[config.mk]
export PLATFORM = sky130hd
export DESIGN_NAME = ex_mem_skid_reg_flat
export DESIGN_NICKNAME = d
export VERILOG_FILES = /design/src/rtl/rv_pipe_pkg.sv /design/src/rtl/ex_mem_skid_reg_if.sv /design/src/rtl/pipe_skid_buf.sv /design/src/rtl/ex_mem_skid_reg.sv /design/src/flat_wrapper.sv
export SDC_FILE = /design/constraint.sdc
export NUM_CORES = 1
export LEC_CHECK = 0
export ABC_AREA = 1
export CAP_MARGIN = 20
export CORE_MARGIN = 2
export CORE_UTILIZATION = 53
export CTS_CLUSTER_SIZE = 10
export DETAILED_ROUTE_END_ITERATION = 10
export GPL_TIMING_DRIVEN = 0
export PLACE_DENSITY = 0.86
export SLEW_MARGIN = 5
export SYNTH_ARGS = -nofsm -noshare
export SYNTH_HDL_FRONTEND = slang
export SYNTH_SLANG_ARGS = --single-unit
[constraint.sdc]
create_clock -name i_clk -period 12.13 [get_ports i_clk]
set_input_delay 2.426 -clock i_clk [delete_from_list [all_inputs] [get_ports i_clk]]
set_output_delay 2.426 -clock i_clk [all_outputs]
set_load 0.05 [all_outputs]
[src/rtl/rv_pipe_pkg.sv]
// Purpose: shared pipeline types and constants for the RV pipeline boundary registers.
// Contents: datapath widths, load-type codes, and the EX->MEM payload bundle.
package rv_pipe_pkg;

   localparam int unsigned XLEN    = 32;
   localparam int unsigned RADDR_W = 5;
   localparam int unsigned LDT_W   = 3;

   // Load-type codes carried alongside loads into MEM
   localparam logic [LDT_W-1:0] LDT_LB  = LDT_W'(0);
   localparam logic [LDT_W-1:0] LDT_LH  = LDT_W'(1);
   localparam logic [LDT_W-1:0] LDT_LW  = LDT_W'(2);
   localparam logic [LDT_W-1:0] LDT_LBU = LDT_W'(4);
   localparam logic [LDT_W-1:0] LDT_LHU = LDT_W'(5);

   // EX->MEM payload: ALU result, store data and control bundle of one instruction
   typedef struct packed {
      logic [XLEN-1:0]    alu;
      logic [XLEN-1:0]    rs2;
      logic [XLEN-1:0]    pc;
      logic [RADDR_W-1:0] rd;
      logic               rd_wren;
      logic               mem_wren;
      logic               mem_rden;
      logic [LDT_W-1:0]   ld_type;
   } ex_mem_pl_t;

endpackage

[src/rtl/ex_mem_skid_reg_if.sv]
// Purpose: EX->MEM boundary bus (EX handshake + payload in, MEM handshake + payload out,
//          forwarding tap, flush).
// Modports: slave  - the boundary register (consumes i_*, drives o_*)
//           master - the surrounding pipeline (drives i_*, consumes o_*)
interface ex_mem_skid_reg_if;
   import rv_pipe_pkg::*;

   logic               i_flush;
   logic               i_ex_valid;
   logic               o_ex_ready;
   logic [XLEN-1:0]    i_alu_data;
   logic [XLEN-1:0]    i_rs2_data;
   logic [XLEN-1:0]    i_pc;
   logic [RADDR_W-1:0] i_rd_addr;
   logic               i_rd_wren;
   logic               i_mem_wren;
   logic               i_mem_rden;
   logic [LDT_W-1:0]   i_ld_type;

   logic               o_mem_valid;
   logic               i_mem_ready;
   logic [XLEN-1:0]    o_alu_data;
   logic [XLEN-1:0]    o_rs2_data;
   logic [XLEN-1:0]    o_pc;
   logic [RADDR_W-1:0] o_rd_addr;
   logic               o_rd_wren;
   logic               o_mem_wren;
   logic               o_mem_rden;
   logic [LDT_W-1:0]   o_ld_type;

   logic               o_fwd_valid;
   logic [RADDR_W-1:0] o_fwd_rd;
   logic [XLEN-1:0]    o_fwd_data;

   modport slave (
      input  i_flush, i_ex_valid, i_alu_data, i_rs2_data, i_pc, i_rd_addr,
             i_rd_wren, i_mem_wren, i_mem_rden, i_ld_type, i_mem_ready,
      output o_ex_ready, o_mem_valid, o_alu_data, o_rs2_data, o_pc, o_rd_addr,
             o_rd_wren, o_mem_wren, o_mem_rden, o_ld_type,
             o_fwd_valid, o_fwd_rd, o_fwd_data
   );

   modport master (
      output i_flush, i_ex_valid, i_alu_data, i_rs2_data, i_pc, i_rd_addr,
             i_rd_wren, i_mem_wren, i_mem_rden, i_ld_type, i_mem_ready,
      input  o_ex_ready, o_mem_valid, o_alu_data, o_rs2_data, o_pc, o_rd_addr,
             o_rd_wren, o_mem_wren, o_mem_rden, o_ld_type,
             o_fwd_valid, o_fwd_rd, o_fwd_data
   );

endinterface

[src/rtl/pipe_skid_buf.sv]
// Purpose: generic 2-entry valid/ready skid buffer (OUT entry drives the outputs, SKID entry
//          absorbs one extra beat), strict FIFO order, in_ready depends only on state.
// Ports:  clk, rst (async, active-high), flush (drop both entries at next edge),
//         in_valid/in_ready/in_data (upstream), out_valid/out_ready/out_data (downstream).
module pipe_skid_buf #(
   parameter type T = logic
) (
   input  logic clk,
   input  logic rst,
   input  logic flush,
   input  logic in_valid,
   output logic in_ready,
   input  T     in_data,
   output logic out_valid,
   input  logic out_ready,
   output T     out_data
);

   logic out_valid_q, out_valid_d;
   logic skid_valid_q, skid_valid_d;
   T     out_data_q, out_data_d;
   T     skid_data_q, skid_data_d;
   logic accept, drain;

   // Upstream readiness is a pure function of the SKID flop
   assign in_ready  = ~skid_valid_q;
   assign out_valid = out_valid_q;
   assign out_data  = out_data_q;

   assign accept = in_valid & ~skid_valid_q;
   assign drain  = out_valid_q & out_ready;

   // Next-state for both entries
   always_comb begin
      out_valid_d  = out_valid_q;
      skid_valid_d = skid_valid_q;
      out_data_d   = out_data_q;
      skid_data_d  = skid_data_q;
      if (flush) begin
         out_valid_d  = 1'b0;
         skid_valid_d = 1'b0;
      end else if (!out_valid_q || drain) begin
         if (skid_valid_q) begin
            // SKID promotes to OUT; accept cannot fire while SKID is held
            out_valid_d  = 1'b1;
            out_data_d   = skid_data_q;
            skid_valid_d = 1'b0;
         end else if (accept) begin
            out_valid_d = 1'b1;
            out_data_d  = in_data;
         end else begin
            out_valid_d = 1'b0;
         end
      end else if (accept) begin
         skid_valid_d = 1'b1;
         skid_data_d  = in_data;
      end
   end

   // Entry state registers
   always_ff @(posedge clk or posedge rst) begin
      if (rst) begin
         out_valid_q  <= 1'b0;
         skid_valid_q <= 1'b0;
         out_data_q   <= '0;
         skid_data_q  <= '0;
      end else begin
         out_valid_q  <= out_valid_d;
         skid_valid_q <= skid_valid_d;
         out_data_q   <= out_data_d;
         skid_data_q  <= skid_data_d;
      end
   end

endmodule

[src/rtl/ex_mem_skid_reg.sv]
// Purpose: EX->MEM pipeline boundary. Packs the EX payload, gates rd_wren for x0, buffers it in
//          a 2-entry skid buffer so MEM back-pressure never reaches EX combinationally, and
//          exports the MEM-side entry as an EX->EX forwarding tap.
// Ports:  i_clk, i_rst (async, active-high), bus (ex_mem_skid_reg_if.slave: flush, EX
//         handshake + payload, MEM handshake + payload, forwarding tap).
module ex_mem_skid_reg
   import rv_pipe_pkg::*;
(
   input  logic                i_clk,
   input  logic                i_rst,
   ex_mem_skid_reg_if.slave    bus
);

   ex_mem_pl_t pl_in;
   ex_mem_pl_t pl_out;
   logic       mem_valid;
   logic       ex_ready;

   // Pack EX payload; writes to x0 are never reported as register writes
   always_comb begin
      pl_in          = '0;
      pl_in.alu      = bus.i_alu_data;
      pl_in.rs2      = bus.i_rs2_data;
      pl_in.pc       = bus.i_pc;
      pl_in.rd       = bus.i_rd_addr;
      pl_in.rd_wren  = bus.i_rd_wren & (bus.i_rd_addr != RADDR_W'(0));
      pl_in.mem_wren = bus.i_mem_wren;
      pl_in.mem_rden = bus.i_mem_rden;
      pl_in.ld_type  = bus.i_ld_type;
   end

   pipe_skid_buf #(.T(ex_mem_pl_t)) u_skid (
      .clk       (i_clk),
      .rst       (i_rst),
      .flush     (bus.i_flush),
      .in_valid  (bus.i_ex_valid),
      .in_ready  (ex_ready),
      .in_data   (pl_in),
      .out_valid (mem_valid),
      .out_ready (bus.i_mem_ready),
      .out_data  (pl_out)
   );

   assign bus.o_ex_ready  = ex_ready;
   assign bus.o_mem_valid = mem_valid;
   assign bus.o_alu_data  = pl_out.alu;
   assign bus.o_rs2_data  = pl_out.rs2;
   assign bus.o_pc        = pl_out.pc;
   assign bus.o_rd_addr   = pl_out.rd;
   assign bus.o_rd_wren   = pl_out.rd_wren;
   assign bus.o_mem_wren  = pl_out.mem_wren;
   assign bus.o_mem_rden  = pl_out.mem_rden;
   assign bus.o_ld_type   = pl_out.ld_type;

   // Load results are not available yet, so only non-load writers are forwardable
   assign bus.o_fwd_valid = mem_valid & pl_out.rd_wren & ~pl_out.mem_rden;
   assign bus.o_fwd_rd    = pl_out.rd;
   assign bus.o_fwd_data  = pl_out.alu;

endmodule

[src/flat_wrapper.sv]
// flat-port wrapper written by rule: the top's interface ports become plain ports
module ex_mem_skid_reg_flat import rv_pipe_pkg::*;
  (i_clk, i_rst, bus_i_flush, bus_i_ex_valid, bus_i_alu_data, bus_i_rs2_data, bus_i_pc, bus_i_rd_addr, bus_i_rd_wren, bus_i_mem_wren, bus_i_mem_rden, bus_i_ld_type, bus_i_mem_ready, bus_o_ex_ready, bus_o_mem_valid, bus_o_alu_data, bus_o_rs2_data, bus_o_pc, bus_o_rd_addr, bus_o_rd_wren, bus_o_mem_wren, bus_o_mem_rden, bus_o_ld_type, bus_o_fwd_valid, bus_o_fwd_rd, bus_o_fwd_data);
  ex_mem_skid_reg_if bus_i ();
  input  logic i_clk;
  input  logic i_rst;
  input wire logic [$bits(bus_i.i_flush)-1:0] bus_i_flush;
  input wire logic [$bits(bus_i.i_ex_valid)-1:0] bus_i_ex_valid;
  input wire logic [$bits(bus_i.i_alu_data)-1:0] bus_i_alu_data;
  input wire logic [$bits(bus_i.i_rs2_data)-1:0] bus_i_rs2_data;
  input wire logic [$bits(bus_i.i_pc)-1:0] bus_i_pc;
  input wire logic [$bits(bus_i.i_rd_addr)-1:0] bus_i_rd_addr;
  input wire logic [$bits(bus_i.i_rd_wren)-1:0] bus_i_rd_wren;
  input wire logic [$bits(bus_i.i_mem_wren)-1:0] bus_i_mem_wren;
  input wire logic [$bits(bus_i.i_mem_rden)-1:0] bus_i_mem_rden;
  input wire logic [$bits(bus_i.i_ld_type)-1:0] bus_i_ld_type;
  input wire logic [$bits(bus_i.i_mem_ready)-1:0] bus_i_mem_ready;
  output wire logic [$bits(bus_i.o_ex_ready)-1:0] bus_o_ex_ready;
  output wire logic [$bits(bus_i.o_mem_valid)-1:0] bus_o_mem_valid;
  output wire logic [$bits(bus_i.o_alu_data)-1:0] bus_o_alu_data;
  output wire logic [$bits(bus_i.o_rs2_data)-1:0] bus_o_rs2_data;
  output wire logic [$bits(bus_i.o_pc)-1:0] bus_o_pc;
  output wire logic [$bits(bus_i.o_rd_addr)-1:0] bus_o_rd_addr;
  output wire logic [$bits(bus_i.o_rd_wren)-1:0] bus_o_rd_wren;
  output wire logic [$bits(bus_i.o_mem_wren)-1:0] bus_o_mem_wren;
  output wire logic [$bits(bus_i.o_mem_rden)-1:0] bus_o_mem_rden;
  output wire logic [$bits(bus_i.o_ld_type)-1:0] bus_o_ld_type;
  output wire logic [$bits(bus_i.o_fwd_valid)-1:0] bus_o_fwd_valid;
  output wire logic [$bits(bus_i.o_fwd_rd)-1:0] bus_o_fwd_rd;
  output wire logic [$bits(bus_i.o_fwd_data)-1:0] bus_o_fwd_data;
  assign bus_i.i_flush = bus_i_flush;
  assign bus_i.i_ex_valid = bus_i_ex_valid;
  assign bus_i.i_alu_data = bus_i_alu_data;
  assign bus_i.i_rs2_data = bus_i_rs2_data;
  assign bus_i.i_pc = bus_i_pc;
  assign bus_i.i_rd_addr = bus_i_rd_addr;
  assign bus_i.i_rd_wren = bus_i_rd_wren;
  assign bus_i.i_mem_wren = bus_i_mem_wren;
  assign bus_i.i_mem_rden = bus_i_mem_rden;
  assign bus_i.i_ld_type = bus_i_ld_type;
  assign bus_i.i_mem_ready = bus_i_mem_ready;
  assign bus_o_ex_ready = bus_i.o_ex_ready;
  assign bus_o_mem_valid = bus_i.o_mem_valid;
  assign bus_o_alu_data = bus_i.o_alu_data;
  assign bus_o_rs2_data = bus_i.o_rs2_data;
  assign bus_o_pc = bus_i.o_pc;
  assign bus_o_rd_addr = bus_i.o_rd_addr;
  assign bus_o_rd_wren = bus_i.o_rd_wren;
  assign bus_o_mem_wren = bus_i.o_mem_wren;
  assign bus_o_mem_rden = bus_i.o_mem_rden;
  assign bus_o_ld_type = bus_i.o_ld_type;
  assign bus_o_fwd_valid = bus_i.o_fwd_valid;
  assign bus_o_fwd_rd = bus_i.o_fwd_rd;
  assign bus_o_fwd_data = bus_i.o_fwd_data;
  ex_mem_skid_reg u_core (.i_clk(i_clk), .i_rst(i_rst), .bus(bus_i));
endmodule
# Word level (Yosys, flattened, before mapping)
# Index checks and enable logic that the tools add are counted.
# classes
muxes	9
reduce_logical	8
n_bitwise	9
# ops
cell	n
two-way mux 107 bit	2
two-way mux 1 bit	7
AND reduction 3 bit	2
AND 1 bit	5
nonzero test 5 bit	1
NOT 1 bit	4
nonzero test 2 bit	2
nonzero test 3 bit	1
logical NOT 1 bit	1
logical OR 1 bit	1
# word_totals
inputBits	112
ff_bits	216
output_inout_bits	147
word_cells	44

# Depth between registers and ports, before layout
# logic_depth
ltp_word	6
depth_mapped	8
mapped_depth_nobuf	6

# Cells and area by module
# A second synthesis with hierarchy kept.
# hier_totals
cells_unflattened	1331
area_unflattened_um2	10070.9
# modules_own_cells
mod	seq_area_each_um2	n_inst	area_per_inst_um2	cells_per_inst
pipe_skid_buf	5405.2	1	9761.9	1286
ex_mem_skid_reg	0.0	1	309.0	45

# Worst setup path after synthesis
# OpenSTA, ideal clock, no wires.
# synth_path
path_type	reg-to-output
start	register u_core.u_skid.out_valid_q, in the netlist u_core.u_skid.out_valid
end	output port bus_o_fwd_valid
slack_ps	8313
arrival_time_ps	1391
n_path_buf	0
t_required_ps	9704
stages_incl_launch_ff	3
cell_sequence	dfrtp_1 nand2_1 nor2_1
# synth_between
elab_chain_cells	2
# synth_rtl
element	line_no	rtl
start, declared	pipe_skid_buf.sv:19	logic out_valid_q, out_valid_d;
start signal, assigned	pipe_skid_buf.sv:68	out_valid_q <= out_valid_d;
AND 1 bit (2 in a row)	ex_mem_skid_reg.sv:56	assign bus.o_fwd_valid = mem_valid & pl_out.rd_wren & ~pl_out.mem_rden;
end, declared	flat_wrapper.sv:28	output wire logic [$bits(bus_i.o_fwd_valid)-1:0] bus_o_fwd_valid;
# No other way between the ends.

# Final worst setup path
# layout_path
start	register u_core.u_skid.skid_valid_q
end	output port bus_o_ex_ready
# layout_between
elab_chain_cells	1
# layout_rtl
element	line_no	rtl
start, declared	pipe_skid_buf.sv:20	logic skid_valid_q, skid_valid_d;
start signal, assigned	pipe_skid_buf.sv:69	skid_valid_q <= skid_valid_d;
NOT 1 bit	pipe_skid_buf.sv:26	assign in_ready = ~skid_valid_q;
end, declared	flat_wrapper.sv:18	output wire logic [$bits(bus_i.o_ex_ready)-1:0] bus_o_ex_ready;
# No other way between the ends.

==> out/qor.txt <==
status = finished clean
Detailed Place HPWL = 18600 um
Post-synth EDFFs = 0
Slew headroom = 44.9%
Detail Route Antenna Nets = 0
vias = 8854
WP buf/inv = 3
total wire length = 26900 um
final setup TNS = 0 ps
vias per cell = 5.17
number of diodes = 0
register-to-register setup slack = 10250 ps
synth-to-layout area growth = 36.8%
Placer Congestion = 0.791
Worst Setup Path Type = reg -> out
Post-Syn Instances = 1198
ys flop type = dfrtp_1
# DRC = 0
max incr delay on CP = 830 ps
Synth Area in Compound Gates = 11.1%
core box area = 0.0179 mm^2
post-synthesis sequential area ratio = 56.1%
Worst EP required = 9700 ps
count leader, synth = nand2_1
Cell Pwr Density = 173 mW/mm^2
reg-to-reg startpoint = u_core.u_skid.skid_valid_q
top post-synthesis cells by area = dfrtp_1 56%, nand2_1 21%, o21ai_0 9.3%, inv_1 4.2%, buf_4 4.0%
Yosys reg bits = 216
Slew Limit Fails = 0
root buf cell = clkbuf_16
Worst path depth = 3
critical path peak fanout = 10
Clock Sinks = 216
CP max stage cell = clkdlybuf4s50_1
Yosys top cell area share = 56.1%
Global Route Usage Sum = 27.6%
cell taking the most area after synthesis = dfrtp_1
placed insts = 1686
Initial DRT Pass Iterations = 5
Initial Util = 53.9%
pin count of the biggest net entering global routing = 119
DR WL met2 = 13200 um
Mapped Nets = 1310
chip width = 139 um
Die ar. = 0.0193 mm^2
CP arrival = 2250 ps
CTS Buf Count = 25
row cnt = 49
Die Y = 139 um
ratio of cells with drive above 1 in the final layout = 8.08%
CTS Hold Bufs = 0
grt total ovfl = 0
XOR/XNOR share of the synthesized area = 0%
# port buffers = 258
Max clock buf depth = 3
multiplexer share of the synthesized area = 0%
CTS tree = yes
wire length on met3 = 1950 um
drt first-iter violations = 634
min cycle time layout = 4670 ps
clock skew = 5.97 ps
htree depth = 1
leak pwr = 6.60 nW
post-route non-filler standard cell count = 1714
most frequent cells after synthesis = 540 x nand2_1, 216 x dfrtp_1, 179 x o21ai_0
Final Hold Fails = 0
Resize count post-CTS = 0
vias in the first global route = 8568
R2R Path End = u_core.u_skid.skid_data_q[97]
Synth Cell Area = 0.00964 mm^2
Worst path top cell family by delay = buffers and inverters
NumNets Final = 1596
CP Capture Point = bus_o_ex_ready
maximum vdd drop = 0.129 mV
Reg2Reg Depth = 6
crit end category = primary output
initial antenna violation count = 0
first-pass GRT wire length = 43400 um
M1 WL = 10900 um
Synth cell types = 14
FMAX = 214 MHz
top layer in use = met4
Final Setup Violations = 0
Final period util = 38.5%
setup bufs post-CTS = 0
Hold WC Path Type = reg -> reg
worst-skew pair later-pin latency = 510 ps
Worst setup SP type = register
max cap viols = 0
Setup crit start = u_core.u_skid.skid_valid_q
combinational family with the most area after synthesis = simple AND/OR/NAND/NOR gates
cells along the critical path = buf_4 > inv_4 > clkdlybuf4s50_1
clock-pin slew on the worst setup and hold paths = 60 ps
Synth Area in Adders = 0%
async set-reset flop share out of synthesis = 100%
Tightest Pin Transition = 826 ps
drt wl/cell = 15.7 um
Synth warnings = 0
Syn Area/Cell = 8.05 um^2
IO Pins = 259
Synth Area in Simple Gates = 21.7%
unrepaired setup endpoints after global routing = no
[final cells by class]
cell class	count	area, um^2
Sequential cell	216	5410
Fill cell	1336	4710
Multi-Input combinational cell	765	3150
Timing Repair Buffer	259	2610
Buffer	106	662
Clock buffer	28	647
Inverter	111	427
Tap cell	229	287
[per-layer routing]
| metal | GRT usage, % | vias up |
|---|---|---|
| met5 | 0 | - |
| met4 | 9.46 | 0 |
| met3 | 4.73 | 65 |
| met2 | 45.8 | 394 |
| met1 | 37.0 | 4185 |
| li1 | - | 4210 |
[report_power, final]
part | leakage, nW | switching [mW] | internal [mW]
Sequential | 2.71 | 0.0875 | 0.864
Clock | 0.318 | 0.270 | 0.369
Combinational | 3.57 | 0.440 | 0.251
Total | 6.60 | 0.797 | 1.48
[stage by stage]
stage | cell area (um^2) | total power, mW | hold WS [ps] | setup WS, ps | util (%)
finish | 13200 | 2.28 | 477 | 7460 | 73.7
global route | 13200 | 2.39 | 491 | 7400 | 73.7
CTS | 13200 | 2.29 | 478 | 7450 | 73.7
detailed placement | 12500 | 1.65 | 464 | 7990 | 70.1
global placement | 12500 | 1.63 | 462 | 1060 | 69.9
floorplan | 9640 | 1.40 | 453 | 3800 | -
[how the worst min path moves through the flow]
stage / from / to / slack [ps] / depth (start not counted)
after global placement: u_core.u_skid.out_data[2] / u_core.u_skid.out_data[2] / 460 / 2
after detailed placement: u_core.u_skid.out_data[16] / u_core.u_skid.out_data[16] / 460 / 2
after global routing: u_core.u_skid.out_data[73] / u_core.u_skid.out_data[73] / 490 / 2
after CTS: u_core.u_skid.out_data[16] / u_core.u_skid.out_data[16] / 480 / 2
after floorplan: u_core.u_skid.skid_data_q[102] / u_core.u_skid.skid_data_q[102] / 450 / 2
final: u_core.u_skid.out_data[73] / u_core.u_skid.out_data[73] / 480 / 2
[registers in the layout, indices dropped and copies added, names as in the netlist]
signal,count
u_core.u_skid.out_data,107
u_core.u_skid.skid_data_q,107
u_core.u_skid.out_valid,1
u_core.u_skid.skid_valid_q,1
[cells by family (layout without fill, tap and decap cells)]
| logic type | count (synthesis) | after routing |
|---|---|---|
| AO/OA/AOI/OAI | 213 | 213 |
| AND/OR/NAND/NOR | 552 | 552 |
| buffers and inverters | 217 | 504 |
| flip-flops | 216 | 216 |
[cell usage in the layout, fill, tap and decap left out, drive strengths merged]
cell type      count
clkbuf            45
clkdlybuf4s50    258
buf               90
nand2            540
nor2               9
o21ai            213
nand3              3
inv              111
dfrtp            216
[worst reg2reg max path, cell delays in order (launching register included)]
cell and delay (ps):
dfrtp_1 580, buf_4 310, inv_4 70, nand3_4 150
buf_6 190, buf_2 300, o21ai_0 150
No activity file was read; power rests on OpenSTA's default activity.
